[config.mk]
export PLATFORM = sky130hd
export DESIGN_NAME = esfa_lookup_array
export DESIGN_NICKNAME = d
export VERILOG_FILES = /design/src/rtl/esfa_pkg.sv /design/src/rtl/esfa_reduce_node.sv /design/src/rtl/esfa_lookup_array.sv
export SDC_FILE = /design/constraint.sdc
export NUM_CORES = 1
export LEC_CHECK = 0
export CORE_UTILIZATION = 60
export CTS_BUF_LIST = sky130_fd_sc_hd__clkbuf_4
export DETAILED_ROUTE_END_ITERATION = 10
export HOLD_SLACK_MARGIN = 0.06
export PLACE_DENSITY = 0.76
export SLEW_MARGIN = 20
export SYNTH_ARGS = -nofsm -noshare
export SYNTH_HDL_FRONTEND = slang
export SYNTH_SLANG_ARGS = --single-unit
[constraint.sdc]
create_clock -name clk -period 11.1 [get_ports clk]
set_input_delay 2.22 -clock clk [delete_from_list [all_inputs] [get_ports clk]]
set_output_delay 2.22 -clock clk [all_outputs]
set_load 0.02 [all_outputs]
[src/rtl/esfa_pkg.sv]
// esfa_pkg: opcode encoding shared by the ESFA lookup array and its tree nodes.
package esfa_pkg;

    typedef logic [1:0] esfa_op_t;

    localparam esfa_op_t OP_LOOKUP = 2'b00;
    localparam esfa_op_t OP_WRITE  = 2'b01;
    localparam esfa_op_t OP_CLEAR  = 2'b10;

endpackage

[src/rtl/esfa_reduce_node.sv]
// esfa_reduce_node: one registered 2:1 node of the lookup reduction tree.
// The right child always covers higher cell handles than the left child, so
// preferring a right hit returns the most recently written matching cell.
module esfa_reduce_node #(
    parameter int VAL_W = 8,
    parameter int HW    = 3
) (
    input  logic             clk,
    input  logic             en_i,
    input  logic             l_hit_i,
    input  logic [VAL_W-1:0] l_value_i,
    input  logic [HW-1:0]    l_handle_i,
    input  logic             r_hit_i,
    input  logic [VAL_W-1:0] r_value_i,
    input  logic [HW-1:0]    r_handle_i,
    output logic             hit_o,
    output logic [VAL_W-1:0] value_o,
    output logic [HW-1:0]    handle_o
);

    logic             hit_q,    hit_d;
    logic [VAL_W-1:0] value_q,  value_d;
    logic [HW-1:0]    handle_q, handle_d;

    // Select the right child on a right hit, otherwise pass the left child.
    always_comb begin
        hit_d    = l_hit_i;
        value_d  = l_value_i;
        handle_d = l_handle_i;
        if (r_hit_i) begin
            hit_d    = r_hit_i;
            value_d  = r_value_i;
            handle_d = r_handle_i;
        end
    end

    // Level register; holds its contents while the pipeline is stalled.
    always_ff @(posedge clk) begin
        if (en_i) begin
            hit_q    <= hit_d;
            value_q  <= value_d;
            handle_q <= handle_d;
        end
    end

    assign hit_o    = hit_q;
    assign value_o  = value_q;
    assign handle_o = handle_q;

endmodule

[src/rtl/esfa_lookup_array.sv]
// esfa_lookup_array: DEPTH tagged cells {index, value, ctx} with append-only
// allocation. WRITE, CLEAR and LOOKUP share one in-order op stream; every op
// yields exactly one response after a compare stage plus HW tree levels.
module esfa_lookup_array
    import esfa_pkg::*;
#(
    parameter  int DEPTH = 8,
    parameter  int IDX_W = 8,
    parameter  int VAL_W = 8,
    parameter  int CTX_W = 8,
    localparam int HW    = $clog2(DEPTH)
) (
    input  logic             clk,
    input  logic             reset,
    input  logic             op_valid,
    output logic             op_ready,
    input  logic [1:0]       op_code,
    input  logic [IDX_W-1:0] op_index,
    input  logic [VAL_W-1:0] op_value,
    input  logic [CTX_W-1:0] op_ctx,
    output logic             rsp_valid,
    input  logic             rsp_ready,
    output logic             rsp_hit,
    output logic [VAL_W-1:0] rsp_value,
    output logic [HW-1:0]    rsp_handle,
    output logic [HW:0]      count,
    output logic             full,
    output logic             err_ovf
);

    localparam int NN = 2 * DEPTH - 1;

    logic stall;
    logic en;
    logic accept;
    logic is_lookup;
    logic is_write;
    logic is_clear;
    logic wr_ok;
    logic full_w;

    // Cell storage: valid bits are control, contents are plain data.
    logic [DEPTH-1:0] cell_vld_q, cell_vld_d;
    logic [IDX_W-1:0] cell_idx_q [DEPTH];
    logic [VAL_W-1:0] cell_val_q [DEPTH];
    logic [CTX_W-1:0] cell_ctx_q [DEPTH];
    logic [HW:0]      count_q, count_d;
    logic             err_ovf_q, err_ovf_d;

    // Stage 0: per-cell compare results (leaves of the tree).
    logic [DEPTH-1:0] cmp_hit;
    logic [DEPTH-1:0] leaf_hit_q;
    logic [VAL_W-1:0] leaf_val_q [DEPTH];

    // Side-band pipeline travelling alongside the tree levels 0..HW.
    logic [HW:0]   vld_q, vld_d;
    logic [HW:0]   wr_q;
    logic [HW:0]   whit_q;
    logic [HW-1:0] whdl_q [HW+1];

    // Tree in heap order: node n has children 2n+1 (left) and 2n+2 (right);
    // leaf for cell i sits at DEPTH-1+i, root at 0.
    logic             node_hit [NN];
    logic [VAL_W-1:0] node_val [NN];
    logic [HW-1:0]    node_hdl [NN];

    assign full_w    = (count_q == (HW+1)'(DEPTH));
    assign stall     = vld_q[HW] && !rsp_ready;
    assign en        = !stall;
    assign op_ready  = !stall && !reset;
    assign accept    = op_valid && op_ready;
    assign is_lookup = (op_code == OP_LOOKUP);
    assign is_write  = (op_code == OP_WRITE);
    assign is_clear  = (op_code == OP_CLEAR);
    assign wr_ok     = accept && is_write && !full_w;

    // Allocator, valid bits and overflow flag take effect at the accept edge.
    always_comb begin
        count_d    = count_q;
        err_ovf_d  = err_ovf_q;
        cell_vld_d = cell_vld_q;
        if (accept && is_clear) begin
            count_d    = '0;
            err_ovf_d  = 1'b0;
            cell_vld_d = '0;
        end else if (accept && is_write) begin
            if (full_w) begin
                err_ovf_d = 1'b1;
            end else begin
                cell_vld_d[count_q[HW-1:0]] = 1'b1;
                count_d = count_q + (HW+1)'(1);
            end
        end
    end

    // Pipeline valids advance one level per unstalled cycle.
    always_comb begin
        vld_d = vld_q;
        if (en) begin
            vld_d = {vld_q[HW-1:0], accept};
        end
    end

    // Control state: the only registers cleared by reset.
    always_ff @(posedge clk) begin
        if (reset) begin
            cell_vld_q <= '0;
            count_q    <= '0;
            err_ovf_q  <= 1'b0;
            vld_q      <= '0;
        end else begin
            cell_vld_q <= cell_vld_d;
            count_q    <= count_d;
            err_ovf_q  <= err_ovf_d;
            vld_q      <= vld_d;
        end
    end

    // Cell contents are written into the next free slot on a non-full WRITE.
    always_ff @(posedge clk) begin
        if (wr_ok) begin
            cell_idx_q[count_q[HW-1:0]] <= op_index;
            cell_val_q[count_q[HW-1:0]] <= op_value;
            cell_ctx_q[count_q[HW-1:0]] <= op_ctx;
        end
    end

    // Match every cell against the incoming LOOKUP; other ops never hit.
    always_comb begin
        cmp_hit = '0;
        for (int i = 0; i < DEPTH; i++) begin
            cmp_hit[i] = is_lookup && cell_vld_q[i] &&
                         (cell_idx_q[i] == op_index) && (cell_ctx_q[i] == op_ctx);
        end
    end

    // Stage 0 leaves plus the WRITE side-band, shifted level by level.
    always_ff @(posedge clk) begin
        if (en) begin
            for (int i = 0; i < DEPTH; i++) begin
                leaf_hit_q[i] <= cmp_hit[i];
                leaf_val_q[i] <= cmp_hit[i] ? cell_val_q[i] : '0;
            end
            wr_q[0]   <= is_write;
            whit_q[0] <= !full_w;
            whdl_q[0] <= full_w ? '0 : count_q[HW-1:0];
            for (int k = 1; k <= HW; k++) begin
                wr_q[k]   <= wr_q[k-1];
                whit_q[k] <= whit_q[k-1];
                whdl_q[k] <= whdl_q[k-1];
            end
        end
    end

    for (genvar i = 0; i < DEPTH; i++) begin : g_leaf
        assign node_hit[DEPTH-1+i] = leaf_hit_q[i];
        assign node_val[DEPTH-1+i] = leaf_val_q[i];
        assign node_hdl[DEPTH-1+i] = HW'(i);
    end

    for (genvar n = 0; n < DEPTH - 1; n++) begin : g_node
        esfa_reduce_node #(
            .VAL_W (VAL_W),
            .HW    (HW)
        ) u_node (
            .clk        (clk),
            .en_i       (en),
            .l_hit_i    (node_hit[2*n+1]),
            .l_value_i  (node_val[2*n+1]),
            .l_handle_i (node_hdl[2*n+1]),
            .r_hit_i    (node_hit[2*n+2]),
            .r_value_i  (node_val[2*n+2]),
            .r_handle_i (node_hdl[2*n+2]),
            .hit_o      (node_hit[n]),
            .value_o    (node_val[n]),
            .handle_o   (node_hdl[n])
        );
    end

    assign rsp_valid  = vld_q[HW];
    assign rsp_hit    = vld_q[HW] && (wr_q[HW] ? whit_q[HW] : node_hit[0]);
    assign rsp_value  = (vld_q[HW] && !wr_q[HW]) ? node_val[0] : '0;
    assign rsp_handle = !vld_q[HW] ? '0 : (wr_q[HW] ? whdl_q[HW] : node_hdl[0]);

    assign count   = count_q;
    assign full    = full_w;
    assign err_ovf = err_ovf_q;

endmodule
==> results of run 1 <==
## area by class of cell
cell class / count / area (um^2)
Clock buffer: 126 / 946
Timing Repair Buffer: 58 / 558
Antenna cell: 1 / 2.50
Fill cell: 1516 / 7110
Clock inverter: 30 / 198
Multi-Input combinational cell: 386 / 3050
Inverter: 69 / 264
Sequential cell: 375 / 11100
Tap cell: 319 / 399
## cells in the mapped netlist (6+ instances only)
master    count  area share
edfxtp_1    358        0.74
xnor2_1     129       0.078
inv_1        67       0.017
nor3_1       64       0.022
mux2_2       60       0.046
buf_2        24      0.0083
nand4_1      24       0.010
nor2_1       19      0.0049
dfxtp_1      17       0.023
nand3_1      16      0.0055
clkbuf_1     12      0.0031
and2_1        8      0.0034
nand2_1       8      0.0021
o21a_1        8      0.0041
or4_1         8      0.0041
mux2i_1       7      0.0048
or2_2         7      0.0030
nor2b_1       6      0.0026
## logic make-up (layout without fill, tap and decap cells)
group                    Yosys count  in the layout
XOR/XNOR                         129            129
AO/OA/AOI/OAI                     15             15
AND/OR/NAND/NOR                  173            173
adder cells (fa/ha/maj)            2              2
other                              0              1
flip-flops                       375            375
multiplexers                      67             67
buffers and inverters            107            283
## final timing paths
check,from,end,slack (ns),cells after the start
worst max register to register,count[1],cell_ctx_q[4][5],7.87,6
worst min-delay path,whdl_q[2][1],whdl_q[3][1],0.41,0
worst min register to register,whdl_q[2][1],whdl_q[3][1],0.41,0
worst max-delay path,rsp_ready,op_ready,4.93,4
## power by group through the flow
stage,logic (W),clock network [W],registers [W]
after floorplan,0.0000550,0,0.00160
after global placement,0.0000844,0,0.00160
after detailed placement,0.0000861,0,0.00161
after CTS,0.0000866,0.00112,0.00157
after global routing,0.0000933,0.00120,0.00158
final,0.0000844,0.00109,0.00157
## worst max-delay path, delay by kind of cell
kind          cells  cell delay, ns
simple gates      2            0.76
buf+inv           2            0.97
## per-stage QoR
stage | setup slack (ns) | hold WS, ns | utilization | power (W)
final | 4.93 | 0.413 | 0.699 | 0.00275
after global routing | 4.83 | 0.418 | 0.699 | 0.00287
after CTS | 4.94 | 0.412 | 0.699 | 0.00279
after detailed placement | 4.94 | 0.405 | 0.651 | 0.00169
after global placement | 4.98 | 0.403 | 0.651 | 0.00169
after floorplan | 5.88 | 0.400 | - | 0.00165
## sequential cells by signal (all words and copies together) (netlist names)
signal,count
g_node.u_node.value_o,56
err_ovf,1
g_node.u_node.handle_o,11
g_node.u_node.hit_o,7
wr_q,4
cell_idx_q,64
cell_vld_q,8
cell_ctx_q,64
vld_q,4
count,4
leaf_hit_q,8
leaf_val_q,64
whit_q,4
whdl_q,12
cell_val_q,64
## routing by layer
metal  up-vias  global-route usage  share of wire
met2       195               0.350           0.52
met4         0               0.107          0.030
met1      3454               0.255           0.40
met3        57              0.0534          0.054
li1       3435                   -              -
met5         -                   0              0
==> metrics.md, run 1 <==
| Metric | Value |
|---|---|
| Relative slew slack | `0.317` |
| Post-Syn Nets | `900` |
| Fraction of registers with async set/reset | `0` |
| Shortest clock period the worst path allows after layout | `6.17 ns` |
| Total routing resource utilization after global routing | `0.210` |
| Cell Area, Synth | `0.0145 mm^2` |
| Die height | `158 um` |
| Critical path class | `input pin to output port` |
| Mux share of post-synthesis cell area | `0.0513` |
| Hold-fix buffers at CTS | `0` |
| Commonest non-fill, non-tap cell in the layout | `edfxtp_1` |
| Required time of the worst setup path | `8.88 ns` |
| Tcrit/Tclk final | `0.556` |
| Post-synth top flop | `edfxtp_1` |
| Total placed instance area | `0.0154 mm^2` |
| Critical-path maximum fanout | `9` |
| Via density | `5.24` |
| Setup repair after global routing missed its margin | `no` |
| Clock slew at reported path FFs | `0.07 ns` |
| Warning count from the yosys run | `0` |
| Wirelength per Cell | `17.5 um` |
| Final instance area | `0.0165 mm^2` |
| Result of the run | `finished clean` |
| Antenna violations before repair | `1` |
| Final routed DRC violation total | `0` |
| CP Launch Type | `input pin` |
| Transition time at the pin with the least slew margin | `1.01 ns` |
| Starting utilization of the core area | `0.616` |
| Worst skew pair latency | `0.69 ns` |
| Internal power | `0.00219 W` |
| Part of the power in the clock network | `0.397` |
| Number of distinct standard cells referenced by the synthesized netlist | `33` |
| Placer's final routability congestion estimate | `0.737` |
| Total congestion overflow after global routing | `0` |
| Combinational share of power | `0.031` |
| Resized Gates After CTS | `0` |
| Global-route wire length before repair | `38.4 mm` |
| Synth Instances | `868` |
| Area fraction in compound gates after synthesis | `0.00740` |
| CP Capture Type | `output port` |
| Number of top-level pins | `50` |
| Post-CTS Repair Setup Buffers | `0` |
| Part of the Yosys area used for sequential elements | `0.763` |
| Max Buffers Root-to-Sink | `3` |
| Count of input and output buffers | `49` |
| Total via count in the routed design | `7,141` |
| Max IR drop VDD | `0.000119 V` |
| Net switching component of the power | `0.000559 W` |
| Wirelength, routed | `23.9 mm` |
| Placeable core area | `0.0236 mm^2` |
| Leak Pwr | `5.96 nW` |
| Fraction of power consumed by sequential logic | `0.572` |
| Total die area | `0.0249 mm^2` |
| Highest-count cells in the layout ignoring fill and taps | `edfxtp_1 (358), xnor2_1 (129), clkbuf_4 (126), inv_1 (67), nor3_1 (64)` |
| Syn Area/Cell | `16.7 um^2` |
| Worst path most repeated cell | `clkdlybuf4s50_1` |
| Max Freq | `0.162 GHz` |
| CTS HTree Levels | `3` |
| Post-synthesis adder-cell area fraction | `0.00172` |
| Number of hold violations in the final report | `0` |
| Worst min path class | `flip-flop to flip-flop` |
| Number of global-route vias before repair | `7,333` |
| Slowest-stage cell, CP | `nor2b_1` |
| Crit path cell chain | `clkdlybuf4s50_1 -> nor2b_1 -> nor2_1 -> clkdlybuf4s50_1` |
| Drt initial violations | `414` |
| Total negative slack | `0 ns` |
| CTS tree | `built` |
| Total number of clock tree sinks | `375` |
| Dpl cells | `1,207` |
| Drt pass-1 iters | `4` |
| Detail Placement HPWL | `14.5 mm` |
| Setup clock skew after layout | `0.0371 ns` |
| Post-detailed-route count of antenna-violating nets | `0` |
| Synth-to-Final Area Change | `13.5%` |
| Final setup violation count | `0` |
| P per Cell Area | `167 mW/mm^2` |
| Ratio of cells with drive above 1 in the final layout | `0.216` |
| Dominant combinational cell family by area after synthesis | `XOR/XNOR gates` |
| Synth Area in Simple Gates | `0.0683` |
| CP arrival | `3.95 ns` |
| Final #Nets | `1,011` |
| XOR/XNOR share of the synthesized area | `0.0777` |
| Slew Viols, Final | `0` |
| Maximum number of pins on one net before global-route repair | `98` |
| Sw Share | `0.203` |
| Crit path largest cell delay | `0.63 ns` |
| Post-route insts no fill | `1,364` |
| Total number of placement rows | `56` |
| Number of register bits inferred by synthesis | `375` |
| Die boundary width | `158 um` |
| Buffer cell driving the clock tree root | `clkbuf_4` |
| Max capacitance violation total | `0` |
| Number of buffers inserted during clock tree synthesis | `89` |
| Post-synth EDFFs | `358` |
Power figures use the tool's default switching activity.
==> run 2, diff against run 1 <==
==> constraint.sdc (replaced) <==
create_clock -name clk -period 6.3 [get_ports clk]
set_input_delay 1.26 -clock clk [delete_from_list [all_inputs] [get_ports clk]]
set_output_delay 1.26 -clock clk [all_outputs]
set_load 0.02 [all_outputs]
==> run 2 against run 1 <==
Global-route usage decreased by 0.21 points. Utilization is essentially flat. Sequential power grew 76%. Design area about the same. First-iteration DRC count fell by 16%. Critical path depth stayed put. Clock skew is 0.0016 ns lower. Critical endpoint unchanged. Largest cell class unchanged.
==> metrics.md, run 2 (synthesized netlist as in run 1, its figures left out) <==
| Metric | Value |
|---|---|
| Setup repair after global routing missed its margin | `no` |
| WP buf/inv | `2` |
| Count of input and output buffers | `49` |
| CP Launch Type | `input pin` |
| Resized Gates After CTS | `0` |
| Max Freq | `0.233 GHz` |
| Number of buffers inserted during clock tree synthesis | `91` |
| Max IR drop VDD | `0.000198 V` |
| Ratio of cells with drive above 1 in the final layout | `0.217` |
| Total via count in the routed design | `7,162` |
| Die height | `158 um` |
| Clock slew at reported path FFs | `0.06 ns` |
| Top Family by Delay on Critical Path | `buffers and inverters` |
| Post-detailed-route count of antenna-violating nets | `0` |
| Number of hold violations in the final report | `0` |
| Total number of placement rows | `56` |
| Starting utilization of the core area | `0.616` |
| P per Cell Area | `289 mW/mm^2` |
| Final setup violation count | `0` |
| Maximum number of pins on one net before global-route repair | `93` |
| Max capacitance violation total | `0` |
| Drt initial violations | `348` |
| Worst path most repeated cell | `clkdlybuf4s50_1` |
| Number of global-route vias before repair | `7,236` |
| Total congestion overflow after global routing | `0` |
| Hold-fix buffers at CTS | `0` |
| Global-route wire length before repair | `37.9 mm` |
| Shortest clock period the worst path allows after layout | `4.28 ns` |
| Buffer cell driving the clock tree root | `clkbuf_4` |
| Total routing resource utilization after global routing | `0.208` |
| Most Used Layer, Global Route | `met2` |
| Overall power after layout | `0.00478 W` |
| Transition time at the pin with the least slew margin | `0.976 ns` |
| Final #Nets | `1,016` |
| Drt pass-1 iters | `4` |
| Wirelength, routed | `24.1 mm` |
| Required time of the worst setup path | `5.04 ns` |
| Antenna violations before repair | `1` |
| Number of top-level pins | `50` |
| Crit path cell chain | `clkdlybuf4s50_1 -> nor2b_1 -> nor2_1 -> clkdlybuf4s50_1` |
| CP arrival | `3.02 ns` |
| Via density | `5.23` |
| Fraction of met3 tracks used by global routing | `0.0498` |
| Total number of clock tree sinks | `375` |
| Detail Placement HPWL | `14.9 mm` |
| CP Capture Type | `output port` |
| Setup clock skew after layout | `0.0355 ns` |
| Slew Viols, Final | `0` |
| Max Buffers Root-to-Sink | `3` |
| Highest-count cells in the layout ignoring fill and taps | `edfxtp_1 (358), clkbuf_4 (130), xnor2_1 (129), inv_1 (67), nor3_1 (64)` |
| Tcrit/Tclk final | `0.680` |
| Placer's final routability congestion estimate | `0.744` |
| Critical-path maximum fanout | `9` |
| Met2 usage in global routing | `0.347` |
| Critical path class | `input pin to output port` |
| Post-CTS Repair Setup Buffers | `0` |
| Worst skew pair latency | `0.71 ns` |
| Wirelength per Cell | `17.6 um` |
| Worst min path class | `flip-flop to flip-flop` |
| CTS HTree Levels | `3` |
| Synth-to-Final Area Change | `13.5%` |
| Commonest non-fill, non-tap cell in the layout | `edfxtp_1` |
| CTS tree | `built` |
| Final-layout worst hold slack | `0.412 ns` |
| Crit path largest cell delay | `0.63 ns` |
| Result of the run | `finished clean` |
| Total negative slack | `0 ns` |
| Post-layout util | `0.699` |
| Relative slew slack | `0.340` |
| Placeable core area | `0.0236 mm^2` |
| Die boundary width | `158 um` |
| Fillers | `1,578` |
| Final routed DRC violation total | `0` |
| Leak Pwr | `5.95 nW` |
| Slowest-stage cell, CP | `nor2b_1` |
| GR Util met1 | `0.253` |
| Total die area | `0.0249 mm^2` |
run 2: changes by cell type in the layout (fill, tap and decap cells not counted), sizes merged:
cell | previous run | this run
clkinv | 24 | 25
buf | 9 | 12
clkbuf | 126 | 130
bufinv | 3 | 0
clkinvlp | 0 | 2
inv | 72 | 71
run 2: metal layers:
metal / wire length (um) / up-vias / part of all wire
met5: 0 / - / 0
met3: 1290 / 54 / 0.054
met1: 9760 / 3432 / 0.40
li1: - / 3462 / -
met2: 12300 / 214 / 0.51
met4: 766 / 0 / 0.032
run 2: worst reg2reg max path: cells and delay by family, from the launching register on:
kind / cells / cell delay (ns)
AND/OR/NAND/NOR: 3 / 1.85
flip-flops: 1 / 0.66
buffers and inverters: 2 / 0.66
adder cells (fa/ha/maj): 1 / 0.26
run 2: cell type report:
type	count	area, um^2	area share
clock inverter	29	120	0.00728
timing repair buffer	61	604	0.0366
clock buffer	130	976	0.0591
inverter	69	264	0.0160
multi-input combinational	386	3050	0.185
tap	319	399	0.0242
sequential	375	11100	0.672
antenna	1	2.50	0.000152
run 2: where the power goes:
group	total (W)	internal (W)	switching, W
sequential	0.00277	0.00276	0.0000171
combinational	0.000152	0.0000660	0.0000859
clock	0.00185	0.000949	0.000904
run 2: stage by stage:
step / setup WS [ns] / instance area (um^2) / instances
2_1_floorplan: 2.04 / 14500 / 868
4_1_cts: 2.01 / 16500 / 1367
5_1_grt: 1.95 / 16500 / 1370
3_5_place_dp: 2.01 / 15400 / 1208
3_3_place_gp: 2.09 / 15400 / 1208
6_report: 2.02 / 16500 / 1370
run 2: final timing paths:
path,start,end,slack (ns),cells past startpoint
worst max-delay path,rsp_ready,op_ready,2.02,4
worst min-delay path,whit_q[2],whit_q[3],0.41,0
worst max register to register,count[1],cell_ctx_q[4][0],2.53,6
worst min register to register,whit_q[2],whit_q[3],0.41,0
==> run 3, diff against run 2 <==
--- a/config.mk
+++ b/config.mk
@@ -5,7 +5,7 @@
 export SDC_FILE = /design/constraint.sdc
 export NUM_CORES = 1
 export LEC_CHECK = 0
-export CORE_UTILIZATION = 60
+export CORE_UTILIZATION = 57
 export CTS_BUF_LIST = sky130_fd_sc_hd__clkbuf_4
 export DETAILED_ROUTE_END_ITERATION = 10
 export HOLD_SLACK_MARGIN = 0.06
==> constraint.sdc (replaced) <==
create_clock -name clk -period 3.8 [get_ports clk]
set_input_delay 0.76 -clock clk [delete_from_list [all_inputs] [get_ports clk]]
set_output_delay 0.76 -clock clk [all_outputs]
set_load 0.02 [all_outputs]
==> run 3 against run 2 <==
Combinational power increased by 76%. Sequential cell count unchanged. Sequential share of layout area decreased by 1.2 points. Cell count increased by 2.3%. Die area increased by 5.2%. Clock skew increased by 0.0077 ns. Sequential power increased by 66%. Via count increased by 1.3%. First-iteration DRC count increased by 14%. Total power increased by 73%. Design area increased by 1.8%.
==> metrics.md, run 3 (synthesized netlist as in run 1, its figures left out) <==
| Metric | Value |
|---|---|
| Result of the run | `finished clean` |
| CP Launch Type | `flip-flop` |
| Number of top-level pins | `50` |
| Setup repair after global routing missed its margin | `no` |
| Placer's final routability congestion estimate | `0.742` |
| Critical path class | `flip-flop to output port` |
| Ratio of cells with drive above 1 in the final layout | `0.248` |
| Hold-fix buffers at CTS | `0` |
| Number of hold violations in the final report | `0` |
| Drt initial violations | `397` |
| Via density | `5.17` |
| Worst min path class | `flip-flop to flip-flop` |
| Count of input and output buffers | `49` |
| Register area | `0.0111 mm^2` |
| Worst skew pair latency | `0.72 ns` |
| Final #Nets | `1,036` |
| Total via count in the routed design | `7,254` |
| CTS tree | `built` |
| Number of buffers inserted during clock tree synthesis | `91` |
| Detail Placement HPWL | `15.6 mm` |
| Required time of the worst setup path | `3.04 ns` |
| Synth-to-Final Area Change | `15.6%` |
| Final setup violation count | `0` |
| Clock slew at reported path FFs | `0.06 ns` |
| Shortest clock period the worst path allows after layout | `3.58 ns` |
| Die height | `162 um` |
| Maximum number of pins on one net before global-route repair | `74` |
| Total routing resource utilization after global routing | `0.203` |
| Global-route wire length before repair | `39.9 mm` |
| Tcrit/Tclk final | `0.942` |
| Commonest non-fill, non-tap cell in the layout | `edfxtp_1` |
| Max IR drop VDD | `0.000335 V` |
| Final routed DRC violation total | `0` |
| CP arrival | `2.82 ns` |
| Starting utilization of the core area | `0.579` |
| Total die area | `0.0262 mm^2` |
| Setup clock skew after layout | `0.0432 ns` |
| Wirelength per Cell | `17.6 um` |
| Die boundary width | `162 um` |
| Total number of placement rows | `58` |
| Number of global-route vias before repair | `7,508` |
| Total congestion overflow after global routing | `0` |
| Slew Viols, Final | `0` |
| Max Freq | `0.279 GHz` |
| CTS HTree Levels | `3` |
| Drt pass-1 iters | `5` |
| Total number of clock tree sinks | `375` |
| Highest-count cells in the layout ignoring fill and taps | `edfxtp_1 (358), clkbuf_4 (148), xnor2_1 (129), inv_1 (67), nor3_1 (64)` |
| Post-detailed-route count of antenna-violating nets | `0` |
| Final instance area | `0.0168 mm^2` |
| Leak Pwr | `6.14 nW` |
| CP Capture Type | `output port` |
| Total placed instance area | `0.0156 mm^2` |
| Transition time at the pin with the least slew margin | `0.770 ns` |
| Placeable core area | `0.0251 mm^2` |
| Resized Gates After CTS | `0` |
| Relative slew slack | `0.485` |
| P per Cell Area | `493 mW/mm^2` |
| Multi-input logic area | `0.00305 mm^2` |
| Critical-path maximum fanout | `9` |
| Antenna violations before repair | `1` |
| Fillers | `1,714` |
| Buffer cell driving the clock tree root | `clkbuf_4` |
| Post-CTS Repair Setup Buffers | `0` |
| Max capacitance violation total | `0` |
| Total negative slack | `0 ns` |
| Wirelength, routed | `24.7 mm` |
| Max Buffers Root-to-Sink | `3` |
## run 3: area by class of cell
type | instances | area share
Antenna cell | 1 | 0.000149
Tap cell | 330 | 0.0246
Clock inverter | 12 | 0.00789
Multi-Input combinational cell | 386 | 0.181
Timing Repair Buffer | 81 | 0.0442
Sequential cell | 375 | 0.660
Clock buffer | 148 | 0.0661
Inverter | 69 | 0.0157
## run 3: metal layers
layer,share of wire,track usage,up-vias
li1,-,-,3503
met1,0.42,0.252,3558
met2,0.52,0.350,167
met3,0.042,0.0434,26
met4,0.015,0.0772,0
met5,0,0,-
## run 3: worst paths after layout
kind / startpoint / endpoint / slack [ns] / depth (start not counted)
worst max register to register: count[1] / cell_idx_q[4][1] / 0.79 / 6
worst max-delay path: count[1] / full / 0.22 / 5
worst min register to register: whdl_q[2][0] / whdl_q[3][0] / 0.41 / 0
worst min-delay path: whdl_q[2][0] / whdl_q[3][0] / 0.41 / 0
## run 3: per-stage QoR
| step | instances | hold WS, ns | setup WS [ns] | utilization | power [W] |
|---|---|---|---|---|---|
| after global placement | 1241 | 0.404 | 0.619 | 0.620 | 0.00495 |
| after global routing | 1402 | 0.407 | 0.0452 | 0.669 | 0.00863 |
| after floorplan | 868 | 0.400 | -0.00160 | - | 0.00483 |
| after detailed placement | 1241 | 0.405 | 0.552 | 0.620 | 0.00496 |
| final | 1402 | 0.406 | 0.221 | 0.669 | 0.00829 |
| after CTS | 1401 | 0.409 | 0.157 | 0.669 | 0.00839 |
## run 3: power breakdown
part,internal (W),switching [W]
clock network,0.00195,0.00147
logic,0.000121,0.000146
registers,0.00457,0.0000297
## run 3: worst max-delay path, cell delays in order, from the launching register on
cell             delay [ns]
dfxtp_1                0.66
inv_1                  0.28
ha_1                   0.26
and3b_1                0.20
buf_4                  0.18
clkdlybuf4s50_1        0.54
